## config.mk

```make
export PLATFORM = sky130hd
export DESIGN_NAME = qwiregarb_flat
export DESIGN_NICKNAME = d
export VERILOG_FILES = /design/src/rtl/qwiregarb_pkg.sv /design/src/rtl/qwiregarb_if.sv /design/src/rtl/qwiregarb_rrpick.sv /design/src/rtl/qwiregarb.sv /design/src/flat_wrapper.sv
export SDC_FILE = /design/constraint.sdc
export NUM_CORES = 1
export LEC_CHECK = 0
export ABC_CLOCK_PERIOD_IN_PS = 4800
export BUFFER_PORTS_ARGS = -buffer_cell sky130_fd_sc_hd__clkbuf_2
export CAP_MARGIN = 10
export CORE_MARGIN = 3
export CORE_UTILIZATION = 48
export DETAILED_ROUTE_END_ITERATION = 10
export PLACE_DENSITY_LB_ADDON = 0.25
export REMOVE_ABC_BUFFERS = 1
export SETUP_SLACK_MARGIN = 0.5
export SLEW_MARGIN = 5
export SYNTH_ARGS = -nofsm -noshare
export SYNTH_HDL_FRONTEND = slang
export SYNTH_SLANG_ARGS = --single-unit
```

## constraint.sdc

```tcl
create_clock -name reg_clk -period 4.8 [get_ports reg_clk]
set_input_delay 0.48 -clock reg_clk [delete_from_list [all_inputs] [get_ports reg_clk]]
set_output_delay 0.48 -clock reg_clk [all_outputs]
set_load 0.1 [all_outputs]
```

## src/rtl/qwiregarb_pkg.sv

```systemverilog
// Shared types and constants for the register-port round-robin arbiter.
package qwiregarb_pkg;

    typedef enum logic [2:0] {
        IDLE,
        ISSUE,
        WAIT,
        ERR,
        ACK
    } state_t;

    // Read data returned to a requester whose address is outside the register map.
    localparam logic [31:0] BADDATA_DEF = 32'hDEAD_BEEF;

    // Width of an index into n items; never less than one bit.
    function automatic int clog2(input int n);
        int w;
        w = 1;
        while ((1 << w) < n) w = w + 1;
        return w;
    endfunction

endpackage

```

## src/rtl/qwiregarb_if.sv

```systemverilog
// Requester and register-file port bundle of the arbiter.
// slave is the arbiter view; master is the surrounding requesters plus register file.
interface qwiregarb_if #(
    parameter int NREQ = 2,
    parameter int AWID = 9,
    parameter int DWID = 32
);
    logic [NREQ-1:0]      req_vld;
    logic [NREQ*4-1:0]    req_we;
    logic [NREQ*AWID-1:0] req_addr;
    logic [NREQ*DWID-1:0] req_wrd;
    logic [NREQ-1:0]      req_ack;
    logic                 req_err;
    logic [DWID-1:0]      req_rdd;

    logic                 reg_ce;
    logic [3:0]           reg_we;
    logic [AWID-1:0]      reg_addr;
    logic [DWID-1:0]      reg_wrd;
    logic [DWID-1:0]      reg_rdd;

    modport slave (
        input  req_vld, req_we, req_addr, req_wrd, reg_rdd,
        output req_ack, req_err, req_rdd, reg_ce, reg_we, reg_addr, reg_wrd
    );

    modport master (
        output req_vld, req_we, req_addr, req_wrd, reg_rdd,
        input  req_ack, req_err, req_rdd, reg_ce, reg_we, reg_addr, reg_wrd
    );
endinterface

```

## src/rtl/qwiregarb_rrpick.sv

```systemverilog
// Combinational round-robin picker: first set request at or above ptr, wrapping modulo NREQ.
module qwirrpick #(
    parameter int NREQ = 2,
    parameter int PW   = 1
) (
    input  logic [NREQ-1:0] req,
    input  logic [PW-1:0]   ptr,
    output logic            any,
    output logic [PW-1:0]   index
);
    logic [NREQ-1:0] rot;
    logic [PW:0]     sum;

    // Rotate so bit 0 is the pointer position, then take the lowest set bit.
    always_comb begin
        any   = 1'b0;
        index = '0;
        sum   = '0;
        rot   = NREQ'({req, req} >> ptr);
        for (int k = 0; k < NREQ; k++) begin
            if (!any && rot[k]) begin
                any = 1'b1;
                sum = {1'b0, ptr} + (PW+1)'(k);
                if (sum >= (PW+1)'(NREQ)) sum = sum - (PW+1)'(NREQ);
                index = sum[PW-1:0];
            end
        end
    end
endmodule

```

## src/rtl/qwiregarb.sv

```systemverilog
// Round-robin arbiter sharing the single register-file port among NREQ requesters.
// One transaction at a time; out-of-range addresses are answered locally.
//
// state | meaning
// IDLE  | waiting for any request; picks one and latches its fields
// ISSUE | single reg_ce cycle towards the register file
// WAIT  | read latency countdown; captures reg_rdd on the last cycle
// ERR   | illegal address; loads BADDATA and the error flag
// ACK   | one-cycle req_ack to the granted requester, pointer advances
module qwiregarb
    import qwiregarb_pkg::*;
#(
    parameter int              NREQ    = 2,
    parameter int              AWID    = 9,
    parameter int              DWID    = 32,
    parameter int              REGCNT  = 2,
    parameter int              RD_LAT  = 1,
    parameter logic [DWID-1:0] BADDATA = DWID'(BADDATA_DEF)
) (
    input  logic        reg_clk,
    input  logic        sys_rst_n,
    qwiregarb_if.slave  bus,
    output logic        arb_busy,
    output logic [2:0]  arb_gnt_id
);
    localparam int PW = clog2(NREQ);

    state_t          state, state_nxt;
    logic [2:0]      cnt, cnt_nxt;
    logic [PW-1:0]   rr_ptr, rr_nxt;
    logic [PW-1:0]   gnt;
    logic [2:0]      gnt_nxt;
    logic [NREQ-1:0] gnt_onehot;

    logic            pick_any;
    logic [PW-1:0]   pick_idx;
    logic [3:0]      pick_we;
    logic [AWID-1:0] pick_addr;
    logic [DWID-1:0] pick_wrd;

    logic [NREQ-1:0] ack_nxt;
    logic            err_nxt;
    logic [DWID-1:0] rdd_nxt;
    logic            ce_nxt;
    logic [3:0]      we_nxt;
    logic [AWID-1:0] addr_nxt;
    logic [DWID-1:0] wrd_nxt;
    logic            busy_nxt;

    assign gnt = arb_gnt_id[PW-1:0];

    qwirrpick #(.NREQ(NREQ), .PW(PW)) u_pick (
        .req   (bus.req_vld),
        .ptr   (rr_ptr),
        .any   (pick_any),
        .index (pick_idx)
    );

    // Select the picked requester's fields and decode the current grant to one-hot.
    always_comb begin
        pick_we    = '0;
        pick_addr  = '0;
        pick_wrd   = '0;
        gnt_onehot = '0;
        for (int i = 0; i < NREQ; i++) begin
            if (PW'(i) == pick_idx) begin
                pick_we   = bus.req_we[i*4 +: 4];
                pick_addr = bus.req_addr[i*AWID +: AWID];
                pick_wrd  = bus.req_wrd[i*DWID +: DWID];
            end
            if (PW'(i) == gnt) gnt_onehot[i] = 1'b1;
        end
    end

    // Next-state and next-output logic; every output is registered from these.
    always_comb begin
        state_nxt = state;
        cnt_nxt   = cnt;
        rr_nxt    = rr_ptr;
        gnt_nxt   = arb_gnt_id;
        ack_nxt   = '0;
        err_nxt   = bus.req_err;
        rdd_nxt   = bus.req_rdd;
        ce_nxt    = 1'b0;
        we_nxt    = '0;
        addr_nxt  = bus.reg_addr;
        wrd_nxt   = bus.reg_wrd;
        case (state)
            IDLE: begin
                if (pick_any) begin
                    gnt_nxt = 3'(pick_idx);
                    err_nxt = 1'b0;
                    if (pick_addr >= AWID'(REGCNT)) begin
                        state_nxt = ERR;
                    end else begin
                        state_nxt = ISSUE;
                        ce_nxt    = 1'b1;
                        we_nxt    = pick_we;
                        addr_nxt  = pick_addr;
                        wrd_nxt   = pick_wrd;
                    end
                end
            end
            ISSUE: begin
                // reg_we still carries the latched enables during this cycle
                if (bus.reg_we != 4'b0000) begin
                    state_nxt = ACK;
                    ack_nxt   = gnt_onehot;
                end else begin
                    state_nxt = WAIT;
                    cnt_nxt   = 3'(RD_LAT);
                end
            end
            WAIT: begin
                if (cnt == 3'd1) begin
                    rdd_nxt   = bus.reg_rdd;
                    state_nxt = ACK;
                    ack_nxt   = gnt_onehot;
                end else begin
                    cnt_nxt = cnt - 3'd1;
                end
            end
            ERR: begin
                rdd_nxt   = BADDATA;
                err_nxt   = 1'b1;
                state_nxt = ACK;
                ack_nxt   = gnt_onehot;
            end
            ACK: begin
                rr_nxt    = (gnt == PW'(NREQ-1)) ? '0 : gnt + 1'b1;
                state_nxt = IDLE;
            end
            default: state_nxt = IDLE;
        endcase
        busy_nxt = (state_nxt != IDLE);
    end

    // State, pointer and output registers.
    always_ff @(posedge reg_clk or negedge sys_rst_n) begin
        if (!sys_rst_n) begin
            state        <= IDLE;
            cnt          <= '0;
            rr_ptr       <= '0;
            arb_gnt_id   <= '0;
            arb_busy     <= 1'b0;
            bus.req_ack  <= '0;
            bus.req_err  <= 1'b0;
            bus.req_rdd  <= '0;
            bus.reg_ce   <= 1'b0;
            bus.reg_we   <= '0;
            bus.reg_addr <= '0;
            bus.reg_wrd  <= '0;
        end else begin
            state        <= state_nxt;
            cnt          <= cnt_nxt;
            rr_ptr       <= rr_nxt;
            arb_gnt_id   <= gnt_nxt;
            arb_busy     <= busy_nxt;
            bus.req_ack  <= ack_nxt;
            bus.req_err  <= err_nxt;
            bus.req_rdd  <= rdd_nxt;
            bus.reg_ce   <= ce_nxt;
            bus.reg_we   <= we_nxt;
            bus.reg_addr <= addr_nxt;
            bus.reg_wrd  <= wrd_nxt;
        end
    end
endmodule
```

## src/flat_wrapper.sv

```systemverilog
// flat-port wrapper written by rule: the top's interface ports become plain ports
module qwiregarb_flat import qwiregarb_pkg::*;
#(
    parameter int              NREQ    = 2,
    parameter int              AWID    = 9,
    parameter int              DWID    = 32,
    parameter int              REGCNT  = 2,
    parameter int              RD_LAT  = 1,
    parameter logic [DWID-1:0] BADDATA = DWID'(BADDATA_DEF)
)
  (reg_clk, sys_rst_n, arb_busy, arb_gnt_id, bus_req_vld, bus_req_we, bus_req_addr, bus_req_wrd, bus_reg_rdd, bus_req_ack, bus_req_err, bus_req_rdd, bus_reg_ce, bus_reg_we, bus_reg_addr, bus_reg_wrd);
  qwiregarb_if #(.NREQ(NREQ), .AWID(AWID), .DWID(DWID)) bus_i ();
  input  logic reg_clk;
  input  logic sys_rst_n;
  output logic arb_busy;
  output logic [2:0] arb_gnt_id;
  input wire logic [$bits(bus_i.req_vld)-1:0] bus_req_vld;
  input wire logic [$bits(bus_i.req_we)-1:0] bus_req_we;
  input wire logic [$bits(bus_i.req_addr)-1:0] bus_req_addr;
  input wire logic [$bits(bus_i.req_wrd)-1:0] bus_req_wrd;
  input wire logic [$bits(bus_i.reg_rdd)-1:0] bus_reg_rdd;
  output wire logic [$bits(bus_i.req_ack)-1:0] bus_req_ack;
  output wire logic [$bits(bus_i.req_err)-1:0] bus_req_err;
  output wire logic [$bits(bus_i.req_rdd)-1:0] bus_req_rdd;
  output wire logic [$bits(bus_i.reg_ce)-1:0] bus_reg_ce;
  output wire logic [$bits(bus_i.reg_we)-1:0] bus_reg_we;
  output wire logic [$bits(bus_i.reg_addr)-1:0] bus_reg_addr;
  output wire logic [$bits(bus_i.reg_wrd)-1:0] bus_reg_wrd;
  assign bus_i.req_vld = bus_req_vld;
  assign bus_i.req_we = bus_req_we;
  assign bus_i.req_addr = bus_req_addr;
  assign bus_i.req_wrd = bus_req_wrd;
  assign bus_i.reg_rdd = bus_reg_rdd;
  assign bus_req_ack = bus_i.req_ack;
  assign bus_req_err = bus_i.req_err;
  assign bus_req_rdd = bus_i.req_rdd;
  assign bus_reg_ce = bus_i.reg_ce;
  assign bus_reg_we = bus_i.reg_we;
  assign bus_reg_addr = bus_i.reg_addr;
  assign bus_reg_wrd = bus_i.reg_wrd;
  qwiregarb #(.NREQ(NREQ), .AWID(AWID), .DWID(DWID), .REGCNT(REGCNT), .RD_LAT(RD_LAT), .BADDATA(BADDATA)) u_core (.reg_clk(reg_clk), .sys_rst_n(sys_rst_n), .bus(bus_i), .arb_busy(arb_busy), .arb_gnt_id(arb_gnt_id));
endmodule
```

==> results.json <==
{
  "status": "finished, final reports clean",
  "cts-resized-gates": 0,
  "syn_area_um2": 3920,
  "fmax_mhz": 400,
  "ys_seq_elements": 90,
  "worst_ep_arrival_time_ps": 2740,
  "grt_max_degree": 91,
  "grt_pass1_vias": 3185,
  "cts_buffer_depth": 2,
  "synth_edf_count": 0,
  "htreeDepth": 3,
  "power_leakage_nw": 2.96,
  "ios": 211,
  "fin_ws_ps": 2300,
  "drc": 0,
  "diodes": 0,
  "drive_gt1_share_pct": 54.3,
  "maxCapViolCount": 0,
  "syn_to_final_growth_pct": 34.8,
  "cts_hold_buf": 0,
  "crit_slowest_cell": "a21oi_4",
  "fin_nets": 670,
  "io_buffers": 208,
  "crit_family": "compound AO/OA/AOI/OAI gates",
  "reg2reg_from": "u_core.rr_ptr",
  "drtIter0Drc": 53,
  "start_util_pct": 50.1,
  "critPathMaxFanout": 41,
  "crit_required_ps": 5040,
  "r2r_cells": 4,
  "numCtsBuffers": 9,
  "grt_use_total_pct": 20.5,
  "die_y_um": 96.3,
  "relSlewSlack_pct": 24.1,
  "root_buffer": "clkbuf_8",
  "syn_avg_cell_area_um2": 11.6,
  "vdd_drop_max_v": 0.000322,
  "period_share_pct": 52.1,
  "fin_skew_ps": 11.9,
  "antenna_left": 0,
  "mostFrequentLayoutCell": "clkbuf_2",
  "crit_buf_inv": 1,
  "synth_cell_types": 32,
  "stdcell_area_um2": 5280,
  "die_area_um2": 9280,
  "dp_cells": 631,
  "path_clk_slew_ps": 90,
  "clock_sinks": 90,
  "grt_pass1_wl_um": 14700,
  "rows": 32,
  "clock_latency_ps": 350,
  "hold_path.class": "in -> async",
  "synth-seq-area-share_pct": 57.5,
  "syn_inst": 337,
  "start_kind": "input pin",
  "worst-setup-path-type": "in -> reg",
  "core_um2": 7810,
  "hold_viol": 0,
  "die_x_um": 96.3,
  "crit_path_end_kind": "flop",
  "num_vias": 3216,
  "async_flop_share_pct": 100,
  "power_mw": 3.65,
  "tightest_slew_ps": 1140,
  "r2r_slack_ps": 2410,
  "setup_viol_count_final": 0,
  "final_max_slew_viol_count": 0,
  "place.gp.congestion": 0.737,
  "pre_cts_ws_ps": 1900,
  "path_cells": "clkbuf_2 -> or4_1 -> a211o_1 -> a21oi_4 -> mux2_2",
  "rsz0062_at_grt": "false",
  "timing.setup.tns_ps": 0,
  "stdcell_count": 649,
  "dpl.hpwl_um": 7090,
  "reg2reg_to": "u_core.bus.reg_wrd[19]",
  "ys.flop_type": "dfrtp_1",
  "viasPerCell": 4.96,
  "tritoncts": "yes",
  "final_cell_mix": "207 x clkbuf_2, 90 x dfrtp_1, 70 x nand2_1",
  "filler_cell_count": 620,
  "antenna_found_initial": 0,
  "slowest_delay_ps": 890,
  "wl_um": 9480,
  "p_per_area_nw_per_um2": 693,
  "wl_per_cell_um": 14.6,
  "grt_overflow": 0,
  "ys_warn_count": 0,
  "drt_first_pass_iters": 4,
  "post_cts_buffers": 0,
  "fin_crit_ps": 2500,
  "place_area_um2": 5000
}
[layout make-up]
type	count	area [um2]	share of cell area, %
flip-flops and latches	90	2250	42.7
repair buffers	212	1110	21.1
clock buffers	9	124	2.35
clock inverters	7	93.8	1.78
multi-input cells	225	1550	29.4
well taps	102	128	2.42
inverters	4	15.0	0.284
[Yosys cell counts, types with 2 or more instances]
cell / n / area [um2]
dfrtp_1: 90 / 2250
nand2_1: 70 / 263
mux2_2: 65 / 732
nand3_1: 28 / 140
nor2b_1: 14 / 87.6
clkbuf_1: 13 / 48.8
a21oi_1: 8 / 40.0
nor2_1: 5 / 18.8
inv_1: 4 / 15.0
mux2i_1: 4 / 40.0
buf_6: 3 / 33.8
nand2b_1: 3 / 18.8
nor3_1: 3 / 15.0
or4_1: 3 / 22.5
and2_1: 2 / 12.5
buf_4: 2 / 15.0
ha_1: 2 / 25.0
nand4_1: 2 / 12.5
nor4_1: 2 / 12.5
o21ai_0: 2 / 10.0
[sequential cells by signal, summed over array words and instances, names as in the netlist]
register             flops
u_core.bus.req_rdd      32
u_core.bus.reg_ce        1
u_core.arb_gnt_id        1
u_core.arb_busy          1
u_core.bus.reg_we        4
u_core.bus.reg_wrd      32
u_core.rr_ptr            1
u_core.cnt               3
u_core.bus.reg_addr      9
u_core.bus.req_ack       2
u_core.state             3
u_core.bus.req_err       1
[logic make-up (layout without fill, tap and decap cells)]
group                      count (synthesis)  in the layout  synth area share (%)
AOI/OAI and AO/OA                         15             15                  2.52
and+or+nand+nor                          135            135                  16.0
DFF                                       90             90                  57.5
other                                      1              2                0.0958
xor gates and xnor gates                   1              1                 0.224
adders and majority gates                  2              2                 0.639
buffers and inverters                     23            232                  3.00
muxes                                     70             70                  20.0
[worst max path at each step]
stage	start	cells after the start	slack [ps]	endpoint
final	bus_req_addr[3]	5	2300	u_core.bus.reg_wrd[19]
after floorplan	bus_req_addr[3]	4	2200	u_core.bus.reg_addr[0]
after detailed placement	bus_req_addr[3]	5	1900	u_core.bus.reg_wrd[16]
after CTS	bus_req_addr[3]	5	2280	u_core.bus.reg_wrd[19]
after global routing	bus_req_addr[3]	5	2180	u_core.bus.reg_wrd[8]
after global placement	bus_req_addr[3]	5	1920	u_core.bus.reg_wrd[6]
[metrics by stage]
stage,utilization (%),hold WS [ps]
after floorplan,-,184
after global placement,64.1,465
after detailed placement,64.1,470
after CTS,66.9,308
after global routing,67.6,124
final,67.6,91.2
[power by group]
part,switching [mW],internal [mW]
clock network,0.263,0.292
registers,0.112,0.951
logic,1.66,0.373
total,2.04,1.62
[layer usage]
layer	wire, um	share of wire [%]	track usage [%]
met3	892	9.4	5.55
met4	132	1.4	7.36
met2	4710	50	34.3
met5	0	0	0
met1	3740	39	25.5
Power figures use the tool's default switching activity.
